--- src/rtl/gpio_bank_pkg.sv ---
// gpio_bank_pkg: register indices and byte-strobe helper shared by the GPIO bank
package gpio_bank_pkg;
  localparam int IDX_W = 3;
  localparam logic [IDX_W-1:0] OFS_OUT  = 3'd0;
  localparam logic [IDX_W-1:0] OFS_IN   = 3'd1;
  localparam logic [IDX_W-1:0] OFS_DIR  = 3'd2;
  localparam logic [IDX_W-1:0] OFS_IEN  = 3'd3;
  localparam logic [IDX_W-1:0] OFS_EDGE = 3'd4;
  localparam logic [IDX_W-1:0] OFS_PEND = 3'd5;
  function automatic logic [31:0] strb_mask(input logic [3:0] s);
    return {{8{s[3]}}, {8{s[2]}}, {8{s[1]}}, {8{s[0]}}};
  endfunction
endpackage

--- src/rtl/gpio_bank_if.sv ---
// gpio_bank_if: picorv32 native memory bus as seen by one peripheral
interface gpio_bank_if;
  logic        mem_valid;
  logic        mem_ready;
  logic [31:0] mem_addr;
  logic [31:0] mem_wdata;
  logic [3:0]  mem_wstrb;
  logic [31:0] mem_rdata;
  modport master (output mem_valid, mem_addr, mem_wdata, mem_wstrb, input mem_ready, mem_rdata);
  modport slave  (input mem_valid, mem_addr, mem_wdata, mem_wstrb, output mem_ready, mem_rdata);
endinterface

--- src/rtl/gpio_sync.sv ---
// gpio_sync: per-bit flop chain bringing asynchronous pins into the clk domain
module gpio_sync #(
  parameter int WIDTH  = 8,
  parameter int STAGES = 2
) (
  input  logic             clk,
  input  logic             resetn,
  input  logic [WIDTH-1:0] d_i,
  output logic [WIDTH-1:0] q_o
);
  logic [STAGES-1:0][WIDTH-1:0] chain_q;
  always_ff @(posedge clk) chain_q <= !resetn ? '0 : {chain_q[STAGES-2:0], d_i};
  assign q_o = chain_q[STAGES-1];
endmodule

--- src/rtl/gpio_bank.sv ---
// gpio_bank: WIDTH-pin GPIO with direction, byte-strobed registers and edge interrupts
module gpio_bank
  import gpio_bank_pkg::*;
#(
  parameter int          WIDTH       = 8,
  parameter int          SYNC_STAGES = 2,
  parameter logic [31:0] OUT_RESET   = '0
) (
  input  logic             clk,
  input  logic             resetn,
  gpio_bank_if.slave       bus,
  input  logic [WIDTH-1:0] gpio_i,
  output logic [WIDTH-1:0] gpio_o,
  output logic [WIDTH-1:0] gpio_oe,
  output logic             irq
);
  logic             ready_q, ready_d;
  logic [31:0]      rdata_q, rdata_d, m32;
  logic [WIDTH-1:0] out_q, out_d, dir_q, dir_d, ien_q, ien_d, edge_q, edge_d;
  logic [WIDTH-1:0] pend_q, pend_d, prev_q, in_w, evt, m, wd, rd;
  logic [2:0]       cnt_q, cnt_d;
  logic             acc, wr, warm;
  logic [IDX_W-1:0] idx;
  logic             unused_ok;
  gpio_sync #(.WIDTH(WIDTH), .STAGES(SYNC_STAGES)) u_sync (
    .clk    (clk),
    .resetn (resetn),
    .d_i    (gpio_i),
    .q_o    (in_w)
  );
  always_comb begin
    acc     = bus.mem_valid && !ready_q;
    wr      = acc && |bus.mem_wstrb;
    idx     = bus.mem_addr[4:2];
    m32     = strb_mask(bus.mem_wstrb);
    m       = m32[WIDTH-1:0];
    wd      = bus.mem_wdata[WIDTH-1:0];
    ready_d = acc;
    out_d   = wr && idx == OFS_OUT  ? (out_q  & ~m) | (wd & m) : out_q;
    dir_d   = wr && idx == OFS_DIR  ? (dir_q  & ~m) | (wd & m) : dir_q;
    ien_d   = wr && idx == OFS_IEN  ? (ien_q  & ~m) | (wd & m) : ien_q;
    edge_d  = wr && idx == OFS_EDGE ? (edge_q & ~m) | (wd & m) : edge_q;
    // pins high at reset would otherwise look like edges while the chain fills
    warm    = cnt_q == 3'(SYNC_STAGES + 1);
    cnt_d   = warm ? cnt_q : cnt_q + 3'd1;
    evt     = warm ? (edge_q & in_w & ~prev_q) | (~edge_q & ~in_w & prev_q) : '0;
    pend_d  = (pend_q & ~(wr && idx == OFS_PEND ? wd & m : '0)) | evt;
    rd      = idx == OFS_OUT  ? out_q  :
              idx == OFS_IN   ? in_w   :
              idx == OFS_DIR  ? dir_q  :
              idx == OFS_IEN  ? ien_q  :
              idx == OFS_EDGE ? edge_q :
              idx == OFS_PEND ? pend_q : '0;
    rdata_d = acc && !(|bus.mem_wstrb) ? 32'(rd) : rdata_q;
  end
  always_ff @(posedge clk) begin
    if (!resetn) begin
      ready_q <= 1'b0;
      rdata_q <= '0;
      out_q   <= OUT_RESET[WIDTH-1:0];
      dir_q   <= '0;
      ien_q   <= '0;
      edge_q  <= '0;
      pend_q  <= '0;
      prev_q  <= '0;
      cnt_q   <= '0;
    end else begin
      ready_q <= ready_d;
      rdata_q <= rdata_d;
      out_q   <= out_d;
      dir_q   <= dir_d;
      ien_q   <= ien_d;
      edge_q  <= edge_d;
      pend_q  <= pend_d;
      prev_q  <= in_w;
      cnt_q   <= cnt_d;
    end
  end
  assign bus.mem_ready = ready_q;
  assign bus.mem_rdata = rdata_q;
  assign gpio_o        = out_q;
  assign gpio_oe       = dir_q;
  assign irq           = |(pend_q & ien_q);
  assign unused_ok     = ^{bus.mem_addr[31:5], bus.mem_addr[1:0], bus.mem_wdata, m32};
endmodule

--- src/flat_wrapper.sv ---
// flat-port wrapper written by rule: the top's interface ports become plain ports
module gpio_bank_flat import gpio_bank_pkg::*;
#(
  parameter int          WIDTH       = 8,
  parameter int          SYNC_STAGES = 2,
  parameter logic [31:0] OUT_RESET   = '0
)
  (clk, resetn, gpio_i, gpio_o, gpio_oe, irq, bus_mem_valid, bus_mem_addr, bus_mem_wdata, bus_mem_wstrb, bus_mem_ready, bus_mem_rdata);
  gpio_bank_if bus_i ();
  input  logic clk;
  input  logic resetn;
  input  logic [WIDTH-1:0] gpio_i;
  output logic [WIDTH-1:0] gpio_o;
  output logic [WIDTH-1:0] gpio_oe;
  output logic irq;
  input wire logic [$bits(bus_i.mem_valid)-1:0] bus_mem_valid;
  input wire logic [$bits(bus_i.mem_addr)-1:0] bus_mem_addr;
  input wire logic [$bits(bus_i.mem_wdata)-1:0] bus_mem_wdata;
  input wire logic [$bits(bus_i.mem_wstrb)-1:0] bus_mem_wstrb;
  output wire logic [$bits(bus_i.mem_ready)-1:0] bus_mem_ready;
  output wire logic [$bits(bus_i.mem_rdata)-1:0] bus_mem_rdata;
  assign bus_i.mem_valid = bus_mem_valid;
  assign bus_i.mem_addr = bus_mem_addr;
  assign bus_i.mem_wdata = bus_mem_wdata;
  assign bus_i.mem_wstrb = bus_mem_wstrb;
  assign bus_mem_ready = bus_i.mem_ready;
  assign bus_mem_rdata = bus_i.mem_rdata;
  gpio_bank #(.WIDTH(WIDTH), .SYNC_STAGES(SYNC_STAGES), .OUT_RESET(OUT_RESET)) u_core (.clk(clk), .resetn(resetn), .bus(bus_i), .gpio_i(gpio_i), .gpio_o(gpio_o), .gpio_oe(gpio_oe), .irq(irq));
endmodule
--- config.mk ---
export PLATFORM = sky130hd
export DESIGN_NAME = gpio_bank_flat
export DESIGN_NICKNAME = d
export VERILOG_FILES = /design/src/rtl/gpio_bank_pkg.sv /design/src/rtl/gpio_bank_if.sv /design/src/rtl/gpio_sync.sv /design/src/rtl/gpio_bank.sv /design/src/flat_wrapper.sv
export SDC_FILE = /design/constraint.sdc
export NUM_CORES = 1
export LEC_CHECK = 0
export ABC_AREA = 1
export CAP_MARGIN = 20
export CORE_ASPECT_RATIO = 1.4
export CORE_UTILIZATION = 47
export CTS_CLUSTER_SIZE = 14
export DETAILED_ROUTE_END_ITERATION = 10
export PLACE_DENSITY = 0.85
export SETUP_SLACK_MARGIN = 0.3
export SLEW_MARGIN = 20
export SYNTH_ARGS = -nofsm -noshare
export SYNTH_HDL_FRONTEND = slang
export SYNTH_SLANG_ARGS = --single-unit
export TNS_END_PERCENT = 30
--- constraint.sdc ---
create_clock -name clk -period 2.7 [get_ports clk]
set_input_delay 0.27 -clock clk [delete_from_list [all_inputs] [get_ports clk]]
set_output_delay 0.27 -clock clk [all_outputs]
set_load 0.02 [all_outputs]
==> impl_metrics.json <==
{
  "hold_depth": 2,
  "hold-path-endpoint": "u_core.u_sync.q_o[5]$_SDFF_PN0_",
  "slew_viol_final": 0,
  "switching_share_pct": 26.10,
  "rr_worst_depth": 6,
  "die_h_um": 101.5,
  "ant_nets": 0,
  "grt.overflow.total": 0,
  "track_usage_pct": 22.80,
  "n_antenna_cell": 0,
  "cellPowerDensity_nw_per_um2": 544.7,
  "hold_violations": 0,
  "final_common_cell": "nand2_1",
  "fin_cells": 581,
  "timing.rr.start": "u_core.bus.mem_ready$_SDFF_PN0_",
  "cp.required_ns": 2.43,
  "h-tree-depth": 3,
  "worst_setup_path_start_kind": "flop",
  "crit_slowest_cell": "clkdlybuf4s50_1",
  "areaGrowthSynthToFinish_pct": 18.73,
  "critPathKind": "flop to output pin",
  "firstDrtPassIters": 5,
  "maxCapViolCount": 0,
  "max_freq_mhz": 492.1,
  "fin_crit_sh_pct": 75.27,
  "postCtsSetupBuffers": 0,
  "port_buffers": 51,
  "root_buffer": "clkbuf_8",
  "relSlewSlack_pct": 58.53,
  "cp_num_buf_inv": 1,
  "fin_worst_skew_ns": 0.009768,
  "initial_core_util_pct": 49.56,
  "worstPathMaxFanout": 3,
  "tightest_slew_ns": 0.6187,
  "tns_ns": 0,
  "rsz0062_at_grt": "no",
  "post-route-util_pct": 58.84,
  "cts_tree": "done",
  "wl_um": 7936,
  "grt_max_degree": 34,
  "p_sw_mw": 0.5605,
  "power_frac_seq_pct": 55.0,
  "die_area_um2": 7410,
  "worst_slack_ns": 0.6678,
  "status": "complete, no violations",
  "via_per_inst": 5.117,
  "synth_seq_area_share_pct": 45.82,
  "comb_power_share_pct": 10.0,
  "critPathTopFamily": "buffers and inverters",
  "hpwlAfterDp_um": 5667,
  "hp-start": "u_core.u_sync.chain_q[5]$_SDFF_PN0_",
  "grt_pass1_wl_um": 12640,
  "clkSinkCount": 76,
  "clk_pin_slew_ns": 0.07,
  "reg2reg_slack_ns": 1.18,
  "drc": 0,
  "routabilityCongestion": 0.8567,
  "coreArea_um2": 6700,
  "cts_resized": 0,
  "synth.avg_cell_area_um2": 7.634,
  "place_inst": 565,
  "drt_iter0_drc": 276,
  "synthCells": 435,
  "post_drt_wl_per_cell_um": 13.66,
  "synth_area_leaders": "dfxtp_1, nand2_1, a21oi_1",
  "setup_viol": 0,
  "synth_top_area_share_pct": 45.82,
  "clkPwrFrac_pct": 35.0,
  "cts_hold_buf": 0,
  "yosys.area.top_type": "dfxtp_1",
  "die_w_um": 73.04,
  "ys_ff_latch": 76,
  "critical-path-max-stage-delay_ns": 0.55,
  "dr_total_vias": 2973,
  "ys_types": 30,
  "fp-row-count": 35,
  "syn_area_um2": 3321,
  "hold_class": "flop to flop",
  "layout_common_cells": "nand2_1, dfxtp_1, a21oi_1",
  "synth_warnings": 0,
  "drive_gt1_share_pct": 6.953,
  "peakVddDrop_v": 0.0004136,
  "period_minus_slack_ns": 2.032,
  "cts_buffers": 9,
  "crit_path_end_kind": "output pin",
  "place_ws_ns": 0.5966,
  "r2r_end": "u_core.pend_q[1]$_SDFF_PN0_",
  "crit_chain": "a22o_1, a221oi_1, nand2_1, clkdlybuf4s50_1",
  "antenna_found_initial": 0,
  "nets": 565,
  "hold_slack_ns": 0.4129,
  "clk_latency_ns": 0.35,
  "leakage_nw": 1.692,
  "grt_pass1_vias": 2754,
  "clock_path_buffers": 2,
  "cp.arrival_ns": 1.76,
  "p_int_mw": 1.587,
  "ios": 129
}
[power by group through the flow]
stage	clock (mW)	combinational (mW)	sequential [mW]
after global placement	0	0.208	1.20
after CTS	0.764	0.215	1.18
final	0.751	0.215	1.18
after floorplan	0	0.156	1.21
after global routing	0.813	0.238	1.18
after detailed placement	0	0.215	1.21
[per-stage QoR]
stage          instance area [µm²]  power (mW)
2_1_floorplan                 3407       1.361
3_3_place_gp                  3772       1.412
3_5_place_dp                  3772       1.421
4_1_cts                       3943       2.159
5_1_grt                       3943       2.236
6_report                      3943       2.147
[tightest hold or removal path, cell delays in order (launching register included)]
cell and delay [ns]:
dfxtp_1 0.31, nand2_1 0.05, inv_1 0.04
[how the worst max path moves through the flow]
| stage | start | endpoint | cells after the start | slack, ns |
|---|---|---|---|---|
| 2_1_floorplan | u_core.bus.mem_ready$_SDFF_PN0_ | flop | 8 | 1.26 |
| 3_3_place_gp | bus_mem_addr[3] | u_core.bus.mem_rdata[5]$_SDFFE_PN0P_ | 7 | 0.68 |
| 5_1_grt | u_core.pend_q[1]$_SDFF_PN0_ | irq | 4 | 0.55 |
| 6_report | u_core.pend_q[1]$_SDFF_PN0_ | irq | 4 | 0.67 |
| 4_1_cts | u_core.pend_q[1]$_SDFF_PN0_ | irq | 4 | 0.66 |
| 3_5_place_dp | bus_mem_addr[3] | u_core.bus.mem_rdata[6]$_SDFFE_PN0P_ | 7 | 0.60 |
[cell usage after synthesis (all sizes together)]
master	count
nand4	18
nand3b	1
nand2	88
nor2	32
nor4	1
a221oi	2
ha	2
inv	51
a22o	1
a21oi	58
nand3	8
conb	1
o21ai	51
clkbuf	8
clkinv	1
dfxtp	76
nor3	3
buf	33
[metal layers]
metal  wire [µm]  track usage (%)
met5           0                0
met2        3895            38.96
met3         481            3.085
met1        3077            25.44
met4         482            17.04
[final cells by class]
cell class,count,area [µm²]
Clock inverter,4,25.02
Inverter,52,195.2
Multi-Input combinational cell,289,1393
Tap cell,92,115.1
Fill cell,605,2758
Clock buffer,12,145.1
Timing Repair Buffer,56,548.0
Sequential cell,76,1521
[cells by family (layout without fill, tap and decap cells)]
family / Yosys count / count (layout) / synth area share (%)
simple gates: 151 / 151 / 21.02
compound gates: 112 / 112 / 17.45
buf+inv: 93 / 124 / 14.85
flops: 76 / 76 / 45.82
fa+ha+maj: 2 / 2 / 0.7535
other cells: 1 / 24 / 0.1129
No activity file was read; power rests on OpenSTA's default activity.
